[src/rtl/riscv_regfile_pkg.sv]
`default_nettype none
// ============================================================================
// Module      : riscv_regfile_pkg
// Description : Shared CPU constants and types for the RV32I register file.
//               XLEN / REG_AW / NREGS sizing constants, reg_idx_t, word_t.
// Revision    : 1.0 - initial release
// ============================================================================
package riscv_regfile_pkg;

  localparam int XLEN   = 32;
  localparam int REG_AW = 5;
  localparam int NREGS  = 1 << REG_AW;

  typedef logic [REG_AW-1:0] reg_idx_t;
  typedef logic [XLEN-1:0]   word_t;

endpackage : riscv_regfile_pkg
`default_nettype wire

[src/rtl/riscv_regfile_if.sv]
`default_nettype none
// ============================================================================
// Module      : riscv_regfile_if
// Description : Register-file access bundle between decode/writeback logic
//               (master) and the register file (slave).
//               rr1/rr2 : read indices      rdata1/rdata2 : read data
//               wrr     : write index       wr_en/wrdata  : write enable/data
// Revision    : 1.0 - initial release
// ============================================================================
interface riscv_regfile_if;
  import riscv_regfile_pkg::*;

  reg_idx_t rr1;
  reg_idx_t rr2;
  reg_idx_t wrr;
  logic     wr_en;
  word_t    wrdata;
  word_t    rdata1;
  word_t    rdata2;

  modport master (
    output rr1, rr2, wrr, wr_en, wrdata,
    input  rdata1, rdata2
  );

  modport slave (
    input  rr1, rr2, wrr, wr_en, wrdata,
    output rdata1, rdata2
  );

endinterface : riscv_regfile_if
`default_nettype wire

[src/rtl/riscv_regfile_rdport.sv]
`default_nettype none
// ============================================================================
// Module      : riscv_regfile_rdport
// Description : One combinational read port: register select, x0 masking and
//               optional same-cycle write bypass.
//               rst_n  : forces the output to zero while reset is held
//               rr     : read index        rdata : read data
//               wr_en/wrr/wrdata : the write currently being presented
//               regs   : storage x1..x(NREGS-1)
// Revision    : 1.0 - initial release
// ============================================================================
module riscv_regfile_rdport #(
  parameter int XLEN      = 32,
  parameter int NREGS     = 32,
  parameter int AW        = 5,
  parameter int BYPASS_EN = 1
) (
  input  logic            rst_n,
  input  logic [AW-1:0]   rr,
  input  logic            wr_en,
  input  logic [AW-1:0]   wrr,
  input  logic [XLEN-1:0] wrdata,
  input  logic [XLEN-1:0] regs [1:NREGS-1],
  output logic [XLEN-1:0] rdata
);
  import riscv_regfile_pkg::*;

  logic w_bypass_hit;

  // rr != 0 is checked separately, so a write to x0 can never bypass.
  assign w_bypass_hit = (BYPASS_EN != 0) && wr_en && (wrr == rr);

  always_comb begin
    rdata = '0;
    if (rst_n && (rr != '0)) begin
      if (w_bypass_hit) begin
        rdata = wrdata;
      end else begin
        rdata = regs[rr];
      end
    end
  end

endmodule : riscv_regfile_rdport
`default_nettype wire

[src/rtl/riscv_regfile.sv]
`default_nettype none
// ============================================================================
// Module      : riscv_regfile
// Description : RV32I integer register file, 32 x 32-bit, two combinational
//               read ports and one write port; x0 hardwired to zero.
//               clk   : rising-edge clock
//               rst_n : asynchronous active-low reset, clears x1..x31
//               bus   : riscv_regfile_if.slave (rr1, rr2, wrr, wr_en,
//                       wrdata in; rdata1, rdata2 out)
// Revision    : 1.0 - initial release
// ============================================================================
module riscv_regfile #(
  parameter int XLEN      = riscv_regfile_pkg::XLEN,
  parameter int NREGS     = riscv_regfile_pkg::NREGS,
  parameter int AW        = $clog2(NREGS),
  parameter int BYPASS_EN = 1
) (
  input  logic                  clk,
  input  logic                  rst_n,
  riscv_regfile_if.slave        bus
);
  import riscv_regfile_pkg::*;

  // x0 has no storage; the read ports synthesise its zero.
  logic [XLEN-1:0] r_regs [1:NREGS-1];

  always_ff @(posedge clk or negedge rst_n) begin
    if (!rst_n) begin
      for (int i = 1; i < NREGS; i++) begin
        r_regs[i] <= '0;
      end
    end else if (bus.wr_en && (bus.wrr != '0)) begin
      r_regs[bus.wrr] <= bus.wrdata;
    end
  end

  riscv_regfile_rdport #(
    .XLEN      (XLEN),
    .NREGS     (NREGS),
    .AW        (AW),
    .BYPASS_EN (BYPASS_EN)
  ) u_rdport1 (
    .rst_n  (rst_n),
    .rr     (bus.rr1),
    .wr_en  (bus.wr_en),
    .wrr    (bus.wrr),
    .wrdata (bus.wrdata),
    .regs   (r_regs),
    .rdata  (bus.rdata1)
  );

  riscv_regfile_rdport #(
    .XLEN      (XLEN),
    .NREGS     (NREGS),
    .AW        (AW),
    .BYPASS_EN (BYPASS_EN)
  ) u_rdport2 (
    .rst_n  (rst_n),
    .rr     (bus.rr2),
    .wr_en  (bus.wr_en),
    .wrr    (bus.wrr),
    .wrdata (bus.wrdata),
    .regs   (r_regs),
    .rdata  (bus.rdata2)
  );

endmodule : riscv_regfile
`default_nettype wire

[src/flat_wrapper.sv]
// flat-port wrapper written by rule: the top's interface ports become plain ports
module riscv_regfile_flat import riscv_regfile_pkg::*;
#(
  parameter int XLEN      = riscv_regfile_pkg::XLEN,
  parameter int NREGS     = riscv_regfile_pkg::NREGS,
  parameter int AW        = $clog2(NREGS),
  parameter int BYPASS_EN = 1
)
  (clk, rst_n, bus_rr1, bus_rr2, bus_wrr, bus_wr_en, bus_wrdata, bus_rdata1, bus_rdata2);
  riscv_regfile_if bus_i ();
  input  logic clk;
  input  logic rst_n;
  input wire logic [$bits(bus_i.rr1)-1:0] bus_rr1;
  input wire logic [$bits(bus_i.rr2)-1:0] bus_rr2;
  input wire logic [$bits(bus_i.wrr)-1:0] bus_wrr;
  input wire logic [$bits(bus_i.wr_en)-1:0] bus_wr_en;
  input wire logic [$bits(bus_i.wrdata)-1:0] bus_wrdata;
  output wire logic [$bits(bus_i.rdata1)-1:0] bus_rdata1;
  output wire logic [$bits(bus_i.rdata2)-1:0] bus_rdata2;
  assign bus_i.rr1 = bus_rr1;
  assign bus_i.rr2 = bus_rr2;
  assign bus_i.wrr = bus_wrr;
  assign bus_i.wr_en = bus_wr_en;
  assign bus_i.wrdata = bus_wrdata;
  assign bus_rdata1 = bus_i.rdata1;
  assign bus_rdata2 = bus_i.rdata2;
  riscv_regfile #(.XLEN(XLEN), .NREGS(NREGS), .AW(AW), .BYPASS_EN(BYPASS_EN)) u_core (.clk(clk), .rst_n(rst_n), .bus(bus_i));
endmodule
[config.mk]
export PLATFORM = sky130hd
export DESIGN_NAME = riscv_regfile_flat
export DESIGN_NICKNAME = d
export VERILOG_FILES = /design/src/rtl/riscv_regfile_pkg.sv /design/src/rtl/riscv_regfile_if.sv /design/src/rtl/riscv_regfile_rdport.sv /design/src/rtl/riscv_regfile.sv /design/src/flat_wrapper.sv
export SDC_FILE = /design/constraint.sdc
export NUM_CORES = 2
export LEC_CHECK = 0
export CAP_MARGIN = 20
export CORE_MARGIN = 1.5
export CORE_UTILIZATION = 62
export DETAILED_ROUTE_END_ITERATION = 7
export PLACE_DENSITY = 0.82
export SLEW_MARGIN = 30
export SYNTH_ARGS = -nofsm -noshare
export SYNTH_HDL_FRONTEND = slang
export SYNTH_SLANG_ARGS = --single-unit
[constraint.sdc]
create_clock -name clk -period 3.15 [get_ports clk]
set_input_delay 0.63 -clock clk [delete_from_list [all_inputs] [get_ports clk]]
set_output_delay 0.63 -clock clk [all_outputs]
set_load 0.01 [all_outputs]
# --- After elaboration in Yosys (flattened, before gate mapping) ---
# Index checks and enable logic that the tools add are counted.
# W data, S select, Z words.
word_totals:
  reg_bits: 992
  latchBits: 0
  ram_bits: 0
  romBits: 0
  in_bits: 50
  out_inout_bits: 64
  wordCells: 62
  n_memories: 0
op_classes:
  add_sub_neg: 0
  n_mul: 0
  div_mod_pow: 0
  magnitude_cmp: 4
  eq_ne: 2
  shifts: 0
  muxes: 13
  n_bitwise: 3
  n_reduce_logical: 9
op_table:
  columns: ["operator", "n"]
  rows:
  - ["$bwmux W992", 1]
  - ["$bmux W32 S5", 2]
  - ["$mux W32", 9]
  - ["$demux W32 S5", 1]
  - ["$ge A6 B6 Y1 const B", 3]
  - ["$not A5 Y6", 3]
  - ["$reduce_bool A5 Y1", 3]
  - ["$eq A5 B5 Y1", 2]
  - ["$logic_and A1 B1 Y1", 6]
  - ["$lt A6 B1 Y1 const B", 1]

# --- Longest topological paths before layout ---
depth:
  word_depth: 6
  ltp_mapped: 10
  mapped_depth_nobuf: 5

# --- By module ---
# A second synthesis with hierarchy kept.
hier_totals:
  cells_unflattened: 3843
  area_unflattened_um2: 54581.1
modules_own_cells:
  columns: ["mod", "n_inst", "cells_each", "area_per_inst_um2", "seq_area_each_um2"]
  rows:
  - ["riscv_regfile", 1, 2223, 37151.9, 24823.8]
  - ["riscv_regfile_rdport", 2, 810, 8714.6, 0.0]

# --- Worst setup path before layout ---
# Ideal clock, no wire load.
synth_timing:
  path_kind: "in2out"
  startpoint: "in bus_rr2[0]"
  endpoint: "out bus_rdata2[22]"
  t_arrival_ns: 2.231
  required_ns: 2.520
  path_slack_ns: 0.289
  cell_stages: 7
  path_buffers: 3
  cell_sequence: "buf_6 -> buf_6 -> buf_6 -> mux4_2 -> a211oi_2 -> nor2_1 -> a211oi_1"
synth_between:
  elab_chain_cells: 6
  word_cells_on_any_way: 10
  cone_classes: "eq/ne: 1; mux: 5; bitwise: 1; reduce/logical: 3"
synth_lines:
  columns: ["element", "line", "text"]
  rows:
  - ["start: declaration", "flat_wrapper.sv:14", "input wire logic [$bits(bus_i.rr2)-1:0] bus_rr2;"]
  - ["$not A5 Y6 (not written as such)", "riscv_regfile_rdport.sv:39", "rdata = regs[rr];"]
  - ["$bmux W32 S5", "riscv_regfile_rdport.sv:39", null]
  - ["$mux W32 (not written as such) (2 in a row)", "riscv_regfile_rdport.sv:39", null]
  - ["$mux W32", "riscv_regfile_rdport.sv:36", "if (w_bypass_hit) begin"]
  - ["$mux W32 *", "riscv_regfile_rdport.sv:35", "if (rst_n && (rr != '0)) begin"]
  - ["end: declaration", "flat_wrapper.sv:19", "output wire logic [$bits(bus_i.rdata2)-1:0] bus_rdata2;"]
# Mark *: on every way between the ends. The rest lies on a longest branch, timed or not. The select of a mux whose other input is x is not followed.

# --- Worst setup path in the final report ---
layout_timing:
  startpoint: "in bus_rr2[4]"
  endpoint: "out bus_rdata2[10]"
# Same word-level chain as after synthesis.

==> impl_metrics.py <==
metrics = {
    "timing": {
        "finalHoldViolCount": 0,
        "slew_headroom": 0.178,
        "setup_slack_ns": -0.854,
        "rsz0062_at_grt": "true",
        "setup_viol": 63,
        "holdWs_ns": 0.226,
        "finalCritPeriodShare": 1.27,
        "drv_slew": 0,
        "min_period_ns": 4.00,
        "max_freq_mhz": 250,
        "finClkSkew_ns": 0,
        "tightest_slew_ns": 1.23,
        "setup_tns_ns": -22.40,
    },
    "place": {
        "dp_hpwl_um": 129000,
        "gp_congestion": 1.00,
        "port_buffers": 113,
        "placed_cells": 5288,
    },
    "worst_setup_path": {
        "cp-start-kind": "primary input",
        "worst_r2r_endpoint": "u_core.r_regs[353]",
        "critPathBufInv": 5,
        "rr_worst_depth": 2,
        "cp_cell_sequence": "buf_4, nand3b_1, buf_4, buf_4, nor4_1, buf_4, nor3_4, o22ai_4, buf_6",
        "critPathMaxStageDelay_ns": 0.72,
        "worstSetupPathType": "in -> out",
        "cp_top_family": "simple AND/OR/NAND/NOR gates",
        "cp.required_ns": 2.52,
        "critPathMaxFanout": 4,
        "r2r_start": "u_core.r_regs[353]",
        "rrSetupSlack_ns": 2.07,
        "worst_path_max_delay_cell": "nand3b_1",
        "cp-end-kind": "output pin",
        "critPathMostFrequentCell": "buf_4",
        "arrival_ns": 3.37,
    },
    "synth": {
        "synth_cell_types": 58,
        "synth_nets": 3867,
        "ys_seq_area_frac": 0.458,
        "synthesis.area_mm2": 0.0542,
        "synth_flop_cell": "dfrtp_1",
        "ys_ff_latch": 992,
        "synth-async-reset-ratio": 1.00,
        "syn_inst": 3817,
        "yosys_warnings": 0,
        "synth_edf_count": 0,
        "syn_area_per_cell_um2": 14.2,
    },
    "cells_and_area": {
        "nets": 4465,
        "final_common_cell": "mux2_2",
        "largest_reg_flops": 992,
        "regMostFlops": "u_core.r_regs",
        "final_cell_mix": "1051 x mux2_2, 991 x dfrtp_1, 543 x buf_4",
        "drive_gt1_frac": 0.631,
        "synthToLayoutAreaGrowth_pct": 28.2,
        "reg_top3": "u_core.r_regs (992)",
        "fin_cells": 5677,
    },
    "power": {
        "p_leak_uw": 0.0302,
        "powerDensity_mw_per_mm2": 619,
        "ir_worst_vdd_mv": 0.589,
    },
    "global_route": {
        "grt_use_total": 0.494,
        "first_global_vias": 45517,
        "antenna_found_initial": 31,
        "grt_max_degree": 169,
        "grt_pass1_wl_um": 316000,
        "overflow": 0,
    },
    "clocking": {
        "cts.sinks": 992,
        "cts_tree": "done",
        "path_clk_slew_ns": 0.06,
        "insertion_delay_ns": 0.72,
        "cts_made_buffers": 103,
        "cts_buffer_depth": 3,
        "cts_root_buffer": "clkbuf_16",
        "cts_max_level": 3,
    },
    "detailed_routing": {
        "dr.pass1.iters": 8,
        "drcViolationCount": 60,
        "routed_wl_um": 254000,
        "vias": 47666,
        "drt_iter0_drc": 9311,
        "vias_per_cell": 8.40,
        "ant_nets": 0,
        "wl_per_cell_um": 44.8,
    },
    "die": {
        "die_area_mm2": 0.0892,
        "die_w_um": 299,
        "fp-row-count": 108,
        "io_pins": 114,
        "core_area_mm2": 0.0868,
        "die_h_um": 299,
        "initial_core_util": 0.625,
    },
    "worst_hold_path": {
        "hp-class": "in -> async",
    },
    "outcome": {
        "violations": "DRC, setup timing",
        "outcome": "complete, but fails checks",
    },
    "run": {
        "max_cap_violations": 0,
    },
}
[synthesized netlist by cell type, types with 6 or more instances]
cell type / instances / area share
buf_6: 29 / 0.0060
mux2_2: 1053 / 0.22
mux4_2: 399 / 0.17
a31oi_1: 6 / 0.00069
nor2_1: 139 / 0.0096
nor2b_1: 41 / 0.0047
o22ai_1: 62 / 0.0072
o21ai_0: 25 / 0.0023
a21oi_1: 26 / 0.0024
buf_1: 49 / 0.0034
a221oi_1: 44 / 0.0071
nor4_1: 36 / 0.0042
nand2_1: 106 / 0.0073
buf_2: 114 / 0.011
a22oi_1: 59 / 0.0082
buf_4: 52 / 0.0072
nor3_1: 48 / 0.0044
and2_1: 15 / 0.0017
dfrtp_1: 992 / 0.46
mux2i_1: 91 / 0.017
a2111oi_0: 25 / 0.0040
clkbuf_1: 166 / 0.011
a211oi_1: 51 / 0.0071
o221ai_1: 11 / 0.0018
a22o_1: 40 / 0.0065
o311a_1: 28 / 0.0052
nand3_1: 27 / 0.0025
nand2b_1: 6 / 0.00069
[metrics by stage]
step | total power (uW) | util | setup WS [ns] | area [um^2]
4_1_cts | 40000 | 0.775 | -0.254 | 67300
2_1_floorplan | 22500 | - | 0.289 | 54200
3_3_place_gp | 25700 | 0.702 | -1.30 | 60900
3_5_place_dp | 26200 | 0.702 | -1.32 | 60900
5_1_grt | 43400 | 0.800 | -0.776 | 69400
6_report | 43000 | 0.801 | -0.854 | 69500
[worst reg2reg max path, cell delays in order, from the launching register on]
cell,delay (ns)
dfrtp_1,0.47
buf_4,0.18
mux2_2,0.30
[worst max path at each step]
stage	startpoint	end	slack [ns]	depth (start not counted)
final	bus_rr2[4]	bus_rdata2[10]	-0.85	9
after global routing	bus_rr2[0]	bus_rdata2[10]	-0.78	10
after CTS	bus_rr2[0]	bus_rdata2[13]	-0.25	11
after detailed placement	bus_wrr[0]	bus_rdata1[27]	-1.32	10
after global placement	bus_wrr[0]	bus_rdata1[27]	-1.30	10
after floorplan	bus_rr2[0]	bus_rdata2[22]	0.29	7
[per-layer routing]
| layer | vias to the layer above | global-route usage | wire length (um) |
|---|---|---|---|
| met1 | 23155 | 0.576 | 73100 |
| met2 | 5870 | 0.686 | 99300 |
| met3 | 2605 | 0.255 | 48200 |
| li1 | 15992 | - | - |
| met5 | - | 0.0148 | 959 |
| met4 | 44 | 0.387 | 32600 |
[logic make-up after synthesis]
family          synth area share
compound gates            0.0567
buf+inv                   0.0409
flops                      0.458
simple gates              0.0403
xor+xnor                 0.00162
mux                        0.402
[timing repair]
item | 4_1_cts | 5_1_grt
gates cloned | 15 | 6
buffers inserted | 106 | 80
hold buffers | 1 | 0
endpoints found under the hold margin | 6 | 0
resized for setup | 631 | 280
pin swaps | 126 | 116
endpoints found under the setup margin | 64 | 64
[area by class of cell]
type	count	area, um^2
well taps	1155	1450
inverters	5	18.8
diodes	20	50.0
multi-input cells	2405	29800
clock inverters	46	661
repair buffers	908	9690
flip-flops and latches	992	24800
fillers	4008	17300
clock buffers	146	3000
[where the power goes]
group / internal [uW] / switching, uW / leakage [uW]
Sequential: 15200 / 2630 / 0.0127
Combinational: 5880 / 5670 / 0.0157
Clock: 7800 / 5800 / 0.00179
(Power assumes the default switching activity.)
